### config.mk
export PLATFORM = sky130hd
export DESIGN_NAME = verinject_checker_channel
export DESIGN_NICKNAME = d
export VERILOG_FILES = /design/src/rtl/verinject_checker_pkg.sv /design/src/rtl/verinject_checker_channel.sv
export SDC_FILE = /design/constraint.sdc
export NUM_CORES = 1
export LEC_CHECK = 0
export ABC_AREA = 1
export BUFFER_PORTS_ARGS = -buffer_cell sky130_fd_sc_hd__buf_2
export CORE_UTILIZATION = 45
export DETAILED_ROUTE_END_ITERATION = 6
export PLACE_DENSITY_LB_ADDON = 0.2
export REMOVE_ABC_BUFFERS = 1
export SLEW_MARGIN = 40
export SYNTH_ARGS = -nofsm -noshare
export SYNTH_HDL_FRONTEND = slang
export SYNTH_SLANG_ARGS = --single-unit
### constraint.sdc
create_clock -name clock -period 1.55 [get_ports clock]
set_input_delay 0.2325 -clock clock [delete_from_list [all_inputs] [get_ports clock]]
set_output_delay 0.2325 -clock clock [all_outputs]
set_load 0.02 [all_outputs]
### src/rtl/verinject_checker_pkg.sv
// Shared types and helpers for the lockstep checker: FSM state encoding,
// outcome codes and the saturating-increment helper.
package verinject_checker_pkg;

    typedef enum logic [1:0] {
        ST_IDLE      = 2'd0,
        ST_ARMED     = 2'd1,
        ST_DIVERGED  = 2'd2,
        ST_RECOVERED = 2'd3
    } state_e;

    localparam logic [1:0] OUTCOME_MASKED     = 2'd0;
    localparam logic [1:0] OUTCOME_TRANSIENT  = 2'd1;
    localparam logic [1:0] OUTCOME_PERSISTENT = 2'd2;
    localparam logic [1:0] OUTCOME_IDLE       = 2'd3;

    // Increment that sticks at limit instead of wrapping.
    function automatic logic [31:0] sat_inc(input logic [31:0] value, input logic [31:0] limit);
        return (value >= limit) ? limit : value + 32'd1;
    endfunction

    // Index width that stays at least one bit for a single channel.
    function automatic int unsigned idx_w(input int unsigned n);
        return (n > 1) ? $clog2(n) : 1;
    endfunction

    function automatic logic [1:0] outcome_of(input logic [1:0] state);
        case (state)
            ST_ARMED:     return OUTCOME_MASKED;
            ST_DIVERGED:  return OUTCOME_PERSISTENT;
            ST_RECOVERED: return OUTCOME_TRANSIENT;
            default:      return OUTCOME_IDLE;
        endcase
    endfunction

endpackage

### src/rtl/verinject_checker_channel.sv
// One compared channel: combinational diff, registered mismatch_now/sticky
// and a saturating mismatch counter.
module verinject_checker_channel
    import verinject_checker_pkg::*;
#(
    parameter int unsigned WIDTH = 32,
    parameter int unsigned CNT_W = 16
) (
    input  logic             clock,
    input  logic             reset_n,
    input  logic             i_compare,
    input  logic             i_clear,
    input  logic [WIDTH-1:0] i_golden,
    input  logic [WIDTH-1:0] i_injected,
    output logic             o_miss_c,
    output logic [WIDTH-1:0] o_diff_c,
    output logic             o_mismatch_now,
    output logic             o_sticky,
    output logic [CNT_W-1:0] o_count
);

    localparam logic [31:0] CNT_MAX = 32'((64'd1 << CNT_W) - 64'd1);

    logic             r_now;
    logic             r_sticky;
    logic [CNT_W-1:0] r_count;

    assign o_diff_c = i_golden ^ i_injected;
    assign o_miss_c = |o_diff_c;

    // Clear beats compare; disabled cycles leave everything frozen.
    always_ff @(posedge clock or negedge reset_n) begin
        if (!reset_n) begin
            r_now    <= 1'b0;
            r_sticky <= 1'b0;
            r_count  <= '0;
        end else if (i_clear) begin
            r_now    <= 1'b0;
            r_sticky <= 1'b0;
            r_count  <= '0;
        end else if (i_compare) begin
            r_now    <= o_miss_c;
            r_sticky <= r_sticky | o_miss_c;
            if (o_miss_c) begin
                r_count <= CNT_W'(sat_inc(32'(r_count), CNT_MAX));
            end
        end
    end

    assign o_mismatch_now = r_now;
    assign o_sticky       = r_sticky;
    assign o_count        = r_count;

endmodule

==> results.json <==
{
  "num_antenna_cells": 0,
  "pwr-share-clk": 0.290,
  "r2r-end": "o_count[14]",
  "tightestPinTransition_ns": 0.472,
  "numCtsBuffers": 3,
  "p_sw_uw": 485,
  "syn2layout_area_growth_pct": 41.6,
  "end_kind": "flop",
  "drc_errors": 0,
  "dr.pass1.iters": 4,
  "grt_max_degree": 21,
  "fin_ws_ns": 0.0754,
  "crit_buf_inv": 1,
  "async_flop_share": 1.00,
  "min_path_cells": 2,
  "maxCapViolations": 0,
  "coreArea_sq_mm": 0.00435,
  "overflow": 0,
  "die-area_sq_mm": 0.00483,
  "rsz0062_at_grt": "yes",
  "combinationalPowerShare": 0.361,
  "synth_flop_cell": "dfrtp_1",
  "maxSlewViolCount": 0,
  "numPortBuffers": 118,
  "die_w_um": 69.5,
  "worst-r2r-cell-count": 9,
  "initial_core_util": 0.470,
  "ir_drop_mv": 0.443,
  "cpPeakStageDelay_ns": 0.37,
  "fmax_mhz": 678,
  "arrival_ns": 1.68,
  "io_pins": 119,
  "p_seq_frac": 0.349,
  "synth-seq-area-share": 0.220,
  "worstReg2RegStart": "o_count[1]",
  "fillers": 415,
  "skew_ns": 0.00203,
  "drive_above_1_share": 0.326,
  "finalSetupViolations": 0,
  "crit_type": "flop to flop",
  "hold_viol": 0,
  "hold_slack_ns": 0.438,
  "placed_cells": 552,
  "cts_tree": "built",
  "synth-warning-count": 0,
  "status": "finished, final reports clean",
  "crit_chain": "ha_2 -> nand2_2 -> inv_2 -> nand2_4 -> nor2_4 -> nand3_2 -> nand3_1 -> nand4_1 -> nand2_1",
  "cts.reportedPaths.clkPinSlew_ns": 0.07,
  "clock_latency_ns": 0.26,
  "layout_commonest_cell": "nand2_1",
  "final_cell_count_no_fill": 561,
  "die_h_um": 69.5,
  "period_share": 0.951,
  "rrSetupSlack_ns": 0.08,
  "cts-root-buf": "clkbuf_8",
  "crit_required_ns": 1.75,
  "grt.total_usage": 0.232,
  "worstHoldStart": "i_compare",
  "vias": 2622,
  "cts.sinks": 18,
  "drt_wl_total_mm": 5.56,
  "synthDistinctLibCells": 26,
  "grt_pass1_wl_mm": 9.40,
  "synth_edf_count": 0,
  "cp_max_fo": 7,
  "p_int_uw": 899,
  "p_per_area_mw_per_mm2": 477,
  "avgViaCountPerCell": 4.67,
  "max-slew-margin-rel": 0.684,
  "cts_buffer_depth": 2,
  "hpwl_mm": 4.33,
  "power_mw": 1.38,
  "pre_cts_ws_ns": -0.0109,
  "ys_ff_latch": 18,
  "syn_avg_cell_area_sq_um": 5.36,
  "worstHoldPathType": "primary input to flop",
  "hold_end": "o_mismatch_now",
  "route.detailed.wl_per_inst_um": 9.91,
  "h-tree-depth": 1,
  "syn_inst": 382,
  "drtIter0Drc": 130,
  "gp_congestion": 0.865,
  "cp-start-kind": "flop",
  "final_cell_mix": "nand2_1, buf_2, inv_1, nand3_1, nor2_1",
  "postRouteAntennaNets": 0,
  "antenna_found_initial": 0,
  "rows": 24,
  "first_global_vias": 2327,
  "final_nets": 579,
  "post-route-min-period_ns": 1.47,
  "fin_util": 0.666,
  "leakage_nw": 1.97,
  "cpMaxStageDelayCell": "dfrtp_1",
  "path_delay_family": "simple AND/OR/NAND/NOR gates",
  "synth_area_sq_mm": 0.00205,
  "switching_share": 0.351
}
==> timing repair <==
action | in CTS | in global routing
setup endpoints to repair | 12 | 16
setup buffers | 1 | 2
hold buffers | 1 | 0
cloned | 0 | 1
endpoints found under the hold margin | 18 | 0
pin swaps | 1 | 5
resized for setup | 1 | 23
==> metrics by stage <==
stage | cell area, sq um | setup TNS, ns
finish | 2900 | 0
global route | 2900 | -0.420
CTS | 2810 | 0
detailed placement | 2730 | -0.0109
global placement | 2730 | -0.00487
floorplan | 1980 | -0.204
==> layout make-up <==
| class | instances | area, sq um | share of cell area |
|---|---|---|---|
| Clock buffer | 4 | 55.1 | 0.0190 |
| Inverter | 103 | 387 | 0.133 |
| Multi-Input combinational cell | 254 | 1230 | 0.424 |
| Sequential cell | 18 | 457 | 0.157 |
| Tap cell | 52 | 65.1 | 0.0224 |
| Timing Repair Buffer | 130 | 708 | 0.244 |
==> routing by layer <==
layer / share of wire / vias to the layer above / global-route usage
met3: 0.067 / 8 / 0.0334
met1: 0.41 / 1132 / 0.269
met2: 0.50 / 99 / 0.431
li1: - / 1383 / -
met5: 0 / - / 0
met4: 0.019 / 0 / 0.0771
==> power groups by stage <==
stage,registers (mW),clock network [mW],logic (mW)
2_1_floorplan,0.505,0,0.259
3_3_place_gp,0.491,0,0.487
3_5_place_dp,0.492,0,0.499
4_1_cts,0.483,0.405,0.503
5_1_grt,0.484,0.431,0.563
6_report,0.483,0.401,0.500
==> worst max path at each step <==
stage | startpoint | end | slack [ns] | depth (start not counted)
after global routing | o_count[1] | o_count[10] | -0.05 | 9
after CTS | o_count[1] | o_count[2] | 0.04 | 9
after detailed placement | o_count[1] | o_count[2] | -0.01 | 9
after floorplan | o_count[0] | o_count[15] | -0.03 | 9
final | o_count[1] | o_count[14] | 0.08 | 9
after global placement | i_injected[1] | o_miss_c | -0.005 | 8
==> synthesized netlist by cell type, types with 2 or more instances <==
master    instances  area [sq um]
inv_2             3          11.3
buf_2             2          10.0
o21ai_1           2          10.0
or2_2             2          12.5
o21ai_0           7          35.0
clkbuf_1          2          7.51
nor2_2            4          25.0
nand3_2           2          20.0
nand3_1          32           160
xor2_1            2          17.5
nor2_1           21          78.8
inv_1            99           372
nand4_1          18           113
nand2_1         153           574
dfrtp_1          18           450
buf_6             2          22.5
xnor2_1           4          35.0
==> cells by family (layout without fill, tap and decap cells) <==
| logic type | Yosys count | after routing | synth area share |
|---|---|---|---|
| fa+ha+maj | 1 | 1 | 0.00611 |
| simple gates | 237 | 238 | 0.506 |
| xor+xnor | 6 | 6 | 0.0257 |
| flops | 18 | 18 | 0.220 |
| compound gates | 9 | 9 | 0.0220 |
| buf+inv | 111 | 237 | 0.220 |
==> sequential cells by signal, summed over array words and instances, names as in the netlist <==
| register | cells |
|---|---|
| o_sticky | 1 |
| o_count | 16 |
| o_mismatch_now | 1 |
==> worst reg2reg max path, stage by stage, from the launching register on <==
cell and delay [ns]:
dfrtp_1 0.37, ha_2 0.20, nand2_2 0.06, inv_2 0.08, nand2_4 0.06, nor2_4 0.14
nand3_2 0.18, nand3_1 0.15, nand4_1 0.09, nand2_1 0.09
(Power assumes the default switching activity.)
